===== src/rtl/dpram_port_arbiter.sv =====
// Two independent round-robin arbiters (write side, read side) in front of a dual-port RAM,
// with same-cycle write-to-read forwarding and a registered, tagged read response.
module dpram_port_arbiter #(
  parameter int DW = 8,
  parameter int AW = 4,
  parameter int CW = 8
) (
  input  logic          clk,
  input  logic          reset,
  input  logic          w0_valid,
  input  logic [AW-1:0] w0_addr,
  input  logic [DW-1:0] w0_data,
  output logic          w0_ready,
  input  logic          w1_valid,
  input  logic [AW-1:0] w1_addr,
  input  logic [DW-1:0] w1_data,
  output logic          w1_ready,
  input  logic          r0_valid,
  input  logic [AW-1:0] r0_addr,
  output logic          r0_ready,
  input  logic          r1_valid,
  input  logic [AW-1:0] r1_addr,
  output logic          r1_ready,
  output logic          rsp_valid,
  output logic          rsp_id,
  output logic [DW-1:0] rsp_data,
  output logic          mem_we,
  output logic [AW-1:0] mem_waddr,
  output logic [DW-1:0] mem_wdata,
  output logic          mem_re,
  output logic [AW-1:0] mem_raddr,
  input  logic [DW-1:0] mem_rdata,
  output logic [CW-1:0] fwd_cnt
);

  logic          wptr, rptr;
  logic          w_gnt, w_id, r_gnt, r_id, fwd;
  logic          rsp_vld_q, rsp_id_q, fwd_q;
  logic [DW-1:0] fwd_data_q, hold_q;

  // pointer only breaks ties; a lone requester always wins
  always_comb begin
    w_gnt = ~reset & (w0_valid | w1_valid);
    w_id  = (w0_valid & w1_valid) ? wptr : w1_valid;
    r_gnt = ~reset & (r0_valid | r1_valid);
    r_id  = (r0_valid & r1_valid) ? rptr : r1_valid;
  end

  assign w0_ready  = w_gnt & ~w_id;
  assign w1_ready  = w_gnt & w_id;
  assign r0_ready  = r_gnt & ~r_id;
  assign r1_ready  = r_gnt & r_id;
  assign mem_we    = w_gnt;
  assign mem_waddr = w_id ? w1_addr : w0_addr;
  assign mem_wdata = w_id ? w1_data : w0_data;
  assign mem_re    = r_gnt;
  assign mem_raddr = r_id ? r1_addr : r0_addr;
  assign fwd       = w_gnt & r_gnt & (mem_waddr == mem_raddr);

  always_ff @(posedge clk) begin
    if (reset) begin
      wptr       <= 1'b0;
      rptr       <= 1'b0;
      rsp_vld_q  <= 1'b0;
      rsp_id_q   <= 1'b0;
      fwd_q      <= 1'b0;
      fwd_data_q <= '0;
      hold_q     <= '0;
      fwd_cnt    <= '0;
    end else begin
      if (w_gnt) wptr <= ~w_id;
      if (r_gnt) rptr <= ~r_id;
      rsp_vld_q <= r_gnt;
      if (r_gnt) begin
        rsp_id_q   <= r_id;
        fwd_q      <= fwd;
        fwd_data_q <= mem_wdata;
      end
      if (rsp_vld_q) hold_q <= rsp_data;
      if (fwd && fwd_cnt != {CW{1'b1}}) fwd_cnt <= fwd_cnt + 1'b1;
    end
  end

  // RAM data arrives combinationally in the response cycle, so the hold register
  // keeps rsp_data stable once the RAM output moves on; reset drops any pending response
  assign rsp_valid = rsp_vld_q & ~reset;
  assign rsp_id    = rsp_id_q & ~reset;
  assign rsp_data  = reset ? '0 : (rsp_vld_q ? (fwd_q ? fwd_data_q : mem_rdata) : hold_q);

endmodule


===== config.mk =====
export PLATFORM = sky130hd
export DESIGN_NAME = dpram_port_arbiter
export DESIGN_NICKNAME = d
export VERILOG_FILES = /design/src/rtl/dpram_port_arbiter.sv
export SDC_FILE = /design/constraint.sdc
export NUM_CORES = 1
export LEC_CHECK = 0
export ABC_AREA = 1
export BUFFER_PORTS_ARGS = -buffer_cell sky130_fd_sc_hd__buf_2
export CAP_MARGIN = 20
export CORE_MARGIN = 2
export CORE_UTILIZATION = 42
export DETAILED_ROUTE_END_ITERATION = 8
export PLACE_DENSITY = 0.78
export SETUP_SLACK_MARGIN = 0.02
export SLEW_MARGIN = 15
export SYNTH_ARGS = -nofsm -noshare
export SYNTH_HDL_FRONTEND = slang
export SYNTH_SLANG_ARGS = --single-unit

===== constraint.sdc =====
create_clock -name clk -period 1.4 [get_ports clk]
set_input_delay 0.07 -clock clk [delete_from_list [all_inputs] [get_ports clk]]
set_output_delay 0.07 -clock clk [all_outputs]
set_load 0.05 [all_outputs]

==> results.sh, run 1 <==
export IMPL_vias_per_cell=5.14
export IMPL_synth_warnings=0
export IMPL_powerDensity_nw_per_um2=860
export IMPL_rsz0062_at_grt="yes"
export IMPL_first_pass_iters=5
export IMPL_synth_edff_count=0
export IMPL_wl_mm=5.80
export IMPL_syn_avg_cell_area_um2=6.24
export IMPL_root_buffer="clkbuf_8"
export IMPL_coreArea_um2=4090
export IMPL_clock_sinks=29
export IMPL_synth_common_cells="83 x nand2_1, 38 x nor2_1, 32 x inv_1, 31 x a21oi_1, 29 x dfxtp_1"
export IMPL_period_share_pct=111
export IMPL_finalPower_uw=2660
export IMPL_syn_to_final_growth_pct=70.8
export IMPL_cts_tree="done"
export IMPL_async_flop_share_pct=0
export IMPL_p_comb_share_pct=40.5
export IMPL_cp_data_required_time_ns=1.55
export IMPL_slew_violations=0
export IMPL_relSlewSlack_pct=76.5
export IMPL_worstMarginPinSlew_ns=0.349
export IMPL_gp_congestion=0.825
export IMPL_drc=0
export IMPL_synth_area_um2=1810
export IMPL_p_int_uw=1630
export IMPL_yosysMostFrequentCell="nand2_1"
export IMPL_yosysTopAreaCell="dfxtp_1"
export IMPL_clock_latency_ns=0.27
export IMPL_crit_type="flip-flop to flip-flop"
export IMPL_grt_max_degree=22
export IMPL_cts_max_level=2
export IMPL_synth_flop_cell="dfxtp_1"
export IMPL_grt_overflow_total=0
export IMPL_timing_final_ws_setup_ns=-0.153
export IMPL_dpl_cell_count=434
export IMPL_setup_viol=18
export IMPL_ys_types=24
export IMPL_die_w_um=69.7
export IMPL_netSwitchingFraction_pct=38.5
export IMPL_postRouteAntennaNets=0
export IMPL_run_status="complete, but fails checks"
export IMPL_synth_seq_cells=29
export IMPL_start_kind="flip-flop"
export IMPL_switchingPower_uw=1020
export IMPL_row_count=23
export IMPL_routed_via_count=2299
export IMPL_pwr_share_seq_pct=33.9
export IMPL_p_leak_uw=0.00156
export IMPL_die_y_um=69.7
export IMPL_clk_pin_slew_ns=0.06
export IMPL_fillers=282
export IMPL_cap_viol_max_count=0
export IMPL_start_util_pct=44.3
export IMPL_max_freq_mhz=644
export IMPL_grt_pass1_wl_mm=9.05
export IMPL_cts_path_max_buffers=2
export IMPL_ir_worst_vdd_v=0.000793
export IMPL_power_share_clock_pct=25.7
export IMPL_worst_setup_path_end_kind="flip-flop"
export IMPL_portBuffers=85
export IMPL_wl_per_cell_um=13.0
export IMPL_ys_seq_area_share_pct=32.1
export IMPL_track_usage_pct=22.5
export IMPL_min_path_type="input port to flip-flop"
export IMPL_finalSetupTns_ns=-1.68
export IMPL_dp_worst_setup_slack_ns=-0.115
export IMPL_netlist_instances=290
export IMPL_dieArea_um2=4850
export IMPL_layout_cells_non_filler=447
export IMPL_arrival_ns=1.71
export IMPL_antenna_found_initial=0
export IMPL_critPathMaxFanout=5
export IMPL_grt_pass1_vias=2122
export IMPL_drive_above_1_share_pct=52.1
export IMPL_numCtsBuffers=5
export IMPL_syn_nets=337
export IMPL_fin_util_pct=75.7
export IMPL_drt_iter0_markers=65
export IMPL_violations="negative setup slack"
export IMPL_n_antenna_cell=0
export IMPL_skew_ns=0.00261
export IMPL_cts_hold_buf=0
export IMPL_period_needed_ns=1.55
export IMPL_yosys_top_cells_area="dfxtp_1 32%, nand2_1 17%, a21oi_1 8.6%"
export IMPL_pin_count=86
export IMPL_synth_top_area_share_pct=32.1
export IMPL_layout_nets=444
export IMPL_hold_viol_final=0
export IMPL_dp_hpwl_mm=3.91
## per-stage QoR
| stage | hold slack (ns) | cell area, um2 |
|---|---|---|
| floorplan | 0.199 | 2020 |
| global placement | 0.360 | 2580 |
| detailed placement | 0.370 | 2580 |
| CTS | 0.0896 | 2880 |
| global route | 0.0976 | 3090 |
| finish | 0.0959 | 3090 |
## metal layers
layer	wire length, um	GRT usage, %
met1	2300	25.1
met2	3050	41.3
met3	340	5.52
met4	114	8.12
met5	0	0
## registers in the layout, summed over array words and instances, names as in the netlist
name,count
fwd_cnt,8
fwd_data_q,8
fwd_q,1
hold_q,8
rptr,1
rsp_id_q,1
rsp_vld_q,1
wptr,1
## final cells by class
| class | count | area (um2) | area share (%) |
|---|---|---|---|
| Clock buffer | 7 | 86.3 | 2.79 |
| Sequential cell | 29 | 601 | 19.4 |
| Timing Repair Buffer | 103 | 723 | 23.4 |
| Tap cell | 50 | 62.6 | 2.02 |
| Inverter | 35 | 154 | 4.98 |
| Multi-Input combinational cell | 223 | 1470 | 47.4 |
## power groups by stage
stage | clock (uW) | sequential [uW] | combinational [uW]
floorplan | 0 | 914 | 632
CTS | 693 | 896 | 964
global route | 743 | 905 | 1150
finish | 683 | 900 | 1080
detailed placement | 0 | 912 | 861
global placement | 0 | 911 | 852
## placed cells by master (no fill, tap or decap), types with 9 or more instances in the layout
cell type,Yosys,final
o21ai_1,0,11
a21oi_2,0,14
buf_2,0,61
a21oi_1,31,17
nand3_1,17,14
nand2_1,83,46
buf_4,2,23
dfxtp_1,29,19
nor2_1,38,33
nand2_2,8,20
buf_8,0,9
inv_1,32,28
nand2_4,3,28
## critical path, stage by stage, from the launching register on
cell and delay, ns:
dfxtp_2 0.35, inv_4 0.06, nand2_8 0.09, nand2_8 0.09
nand2_4 0.08, nand2_4 0.06, nand2_2 0.09, nand2_2 0.07
nor2_4 0.13, nand4_1 0.23, nand2_1 0.12, a21oi_1 0.08
## final timing paths
kind / from / depth (start not counted) / endpoint / slack (ns)
setup / recovery: wptr / 11 / fwd_cnt[7] / -0.15
hold / removal: mem_rdata[4] / 3 / hold_q[4] / 0.1
setup reg to reg: wptr / 11 / fwd_cnt[7] / -0.15
hold reg to reg: fwd_cnt[4] / 2 / fwd_cnt[4] / 0.49
## cells by family after synthesis
kind of cell	synth area share [%]
flops	32.1
fa+ha+maj	0.691
xor+xnor	2.42
buf+inv	9.54
simple gates	41.7
compound gates	13.6
## timing repair
action,4_1_cts,5_1_grt
pin swaps,2,15
resized for setup,54,70
endpoints found under the setup margin,39,39
buffers inserted,0,3
cloned,3,1
No activity file was read; power rests on OpenSTA's default activity.
==> run 2: changes to the inputs <==
ABC_AREA = default   (was 1)
CORE_MARGIN = 8   (was 2)
CORE_UTILIZATION = 40   (was 42)
==> results.sh, run 2 <==
export IMPL_die_y_um=79.0
export IMPL_arrival_ns=2.69
export IMPL_setup_viol=43
export IMPL_finalSetupTns_ns=-14.07
export IMPL_hold_end="wptr"
export IMPL_async_flop_share_pct=0
export IMPL_clk_pin_slew_ns=0.07
export IMPL_start_kind="flip-flop"
export IMPL_path_cells="nand2b_4 > nand2_4 > buf_4 > mux2_4 > xor2_1 > or4_4 > buf_6 > buf_4 > o31ai_1 > a21oi_2"
export IMPL_timing_final_ws_setup_ns=-1.14
export IMPL_syn_to_final_growth_pct=101
export IMPL_synth_seq_cells=29
export IMPL_gp_congestion=0.770
export IMPL_slew_violations=0
export IMPL_path_buf_inv=3
export IMPL_grt_pass1_vias=2068
export IMPL_skew_ns=0.00449
export IMPL_crit_type="flip-flop to flip-flop"
export IMPL_worstMarginPinSlew_ns=0.450
export IMPL_cts_hold_buf=0
export IMPL_highest_layer="met4"
export IMPL_cts_tree="done"
export IMPL_synth_top_area_share_pct=36.6
export IMPL_postRouteAntennaNets=0
export IMPL_n_antenna_cell=0
export IMPL_crit_reg2reg_launch="rptr"
export IMPL_synth_common_cells="29 x dfxtp_1, 21 x nand2_1, 18 x nor2_1, 17 x a211oi_1, 15 x a21oi_1"
export IMPL_min_path_type="input port to flip-flop"
export IMPL_powerDensity_nw_per_um2=836
export IMPL_cp_data_required_time_ns=1.55
export IMPL_r2r_end="fwd_cnt[5]"
export IMPL_cts_max_level=2
export IMPL_drt_iter0_markers=119
export IMPL_portBuffers=85
export IMPL_drc=0
export IMPL_fillers=213
export IMPL_relSlewSlack_pct=70.0
export IMPL_routed_via_count=2069
export IMPL_die_w_um=79.0
export IMPL_grt_overflow_total=0
export IMPL_period_needed_ns=2.54
export IMPL_yosys_top_cells_area="dfxtp_1 37%, mux2_2 9.9%, a211oi_1 8.0%"
export IMPL_clock_sinks=29
export IMPL_first_pass_iters=4
export IMPL_holdPathStages=3
export IMPL_synth_warnings=0
export IMPL_ys_seq_area_share_pct=36.6
export IMPL_design_area_um2=3190
export IMPL_wl_met3_um=487
export IMPL_wl_per_cell_um=20.7
export IMPL_period_share_pct=181
export IMPL_antenna_found_initial=0
export IMPL_worst_setup_path_end_kind="flip-flop"
export IMPL_layout_nets=369
export IMPL_wl_met2_mm=4.19
export IMPL_vias_per_cell=5.55
export IMPL_dieArea_um2=6240
export IMPL_pin_count=86
export IMPL_synth_area_um2=1590
export IMPL_row_count=23
export IMPL_crit_slowest_cell="or4_4"
export IMPL_dp_hpwl_mm=3.80
export IMPL_critPathMaxFanout=7
export IMPL_netlist_instances=186
export IMPL_numCtsBuffers=5
export IMPL_syn_nets=233
export IMPL_ys_types=37
export IMPL_track_usage_pct=20.3
export IMPL_root_buffer="clkbuf_8"
export IMPL_coreArea_um2=3910
export IMPL_met1_length_mm=2.64
export IMPL_reg_top3="fwd_cnt (8), fwd_data_q (8), hold_q (8)"
export IMPL_cts_path_max_buffers=2
export IMPL_finalPower_uw=2670
export IMPL_start_util_pct=40.6
export IMPL_hold_viol_final=0
export IMPL_cp_top_family="simple AND/OR/NAND/NOR gates"
export IMPL_run_status="complete, but fails checks"
export IMPL_grt_max_degree=42
export IMPL_place_area_um2=2380
export IMPL_final_cell_mix="59 x buf_2, 39 x buf_4, 29 x buf_6"
export IMPL_holdCritStartpoint="w0_valid"
export IMPL_reg2reg_slack_ns=-1.14
export IMPL_yosysMostFrequentCell="dfxtp_1"
export IMPL_p_leak_uw=0.00146
export IMPL_syn_avg_cell_area_um2=8.54
export IMPL_wl_mm=7.73
export IMPL_yosysTopAreaCell="dfxtp_1"
export IMPL_clock_latency_ns=0.28
export IMPL_drive_above_1_share_pct=65.0
export IMPL_reg2regPathDepth=10
export IMPL_cap_viol_max_count=0
export IMPL_grt_pass1_wl_mm=10.1
export IMPL_final_common_cell="buf_2"
export IMPL_synth_edff_count=0
export IMPL_cpPeakStageDelay_ns=0.44
export IMPL_synth_flop_cell="dfxtp_1"
export IMPL_max_freq_mhz=394
export IMPL_violations="negative setup slack"
export IMPL_ir_worst_vdd_v=0.000618
export IMPL_cpMostUsedCell="buf_4"
export IMPL_rsz0062_at_grt="yes"
export IMPL_fin_util_pct=81.6
-- run 2: cell count changes after synthesis, moves of 8 or more --
cell / delta
mux2_2: +14
mux2i_1: +8
inv_1: -29
o21ai_0: -17
a21oi_1: -16
nand3_1: -12
nand2_1: -62
nor2_1: -20
a211oi_1: +17
-- run 2: stage by stage --
stage / instances / hold WS, ns / worst slack, ns
6_report: 373 / 0.125 / -1.14
2_1_floorplan: 186 / 0.242 / -0.959
3_5_place_dp: 333 / 0.402 / -0.975
4_1_cts: 361 / 0.0996 / -0.934
3_3_place_gp: 333 / 0.397 / -0.936
5_1_grt: 373 / 0.126 / -1.16
-- run 2: worst max-delay path by stage --
stage	cells after the start	slack [ns]	endpoint	start
global route	10	-1.16	fwd_cnt[5]	rptr
floorplan	9	-0.96	fwd_cnt[2]	wptr
detailed placement	8	-0.97	fwd_cnt[5]	rptr
global placement	8	-0.94	fwd_cnt[5]	wptr
finish	10	-1.14	fwd_cnt[5]	rptr
CTS	8	-0.93	fwd_cnt[5]	rptr
-- run 2: worst reg2reg max path, cell delays in order (launching register included) --
cell	delay (ns)
dfxtp_2	0.34
nand2b_4	0.16
nand2_4	0.08
buf_4	0.15
mux2_4	0.31
xor2_1	0.17
or4_4	0.44
buf_6	0.16
buf_4	0.13
o31ai_1	0.37
a21oi_2	0.10
-- run 2: cell families after synthesis --
logic type	Yosys count	share of synthesized area [%]
simple gates	68	21.9
compound gates	45	19.3
flops	29	36.6
mux	23	15.7
buf+inv	17	4.10
xor+xnor	3	1.66
fa+ha+maj	1	0.788
-- run 2: final cells by class --
cell class,count,area (um2),share of cell area [%]
clock buffers,6,72.6,2.27
clock inverters,2,10.0,0.313
inverters,3,11.3,0.353
multi-input cells,140,1250,39.3
flip-flops and latches,29,591,18.5
well taps,50,62.6,1.96
repair buffers,143,1190,37.3
-- run 2: metal layers --
metal / up-vias / GRT usage (%)
met4: 0 / 9.63
li1: 931 / -
met1: 992 / 20.5
met5: - / 0
met2: 106 / 37.5
met3: 40 / 5.64
-- run 2: power breakdown --
part / leakage [uW] / internal [uW] / switching, uW
Clock: 0.0000450 / 344 / 333
Combinational: 0.00118 / 485 / 603
Sequential: 0.000240 / 869 / 38.3
Total: 0.00146 / 1700 / 974
-- run 2: timing repair --
item                       in CTS  in global routing
buffers inserted               19                 12
gates resized for setup       102                 28
cloned                          2                  1
setup endpoints to repair      38                 43
pin swaps                      11                  9
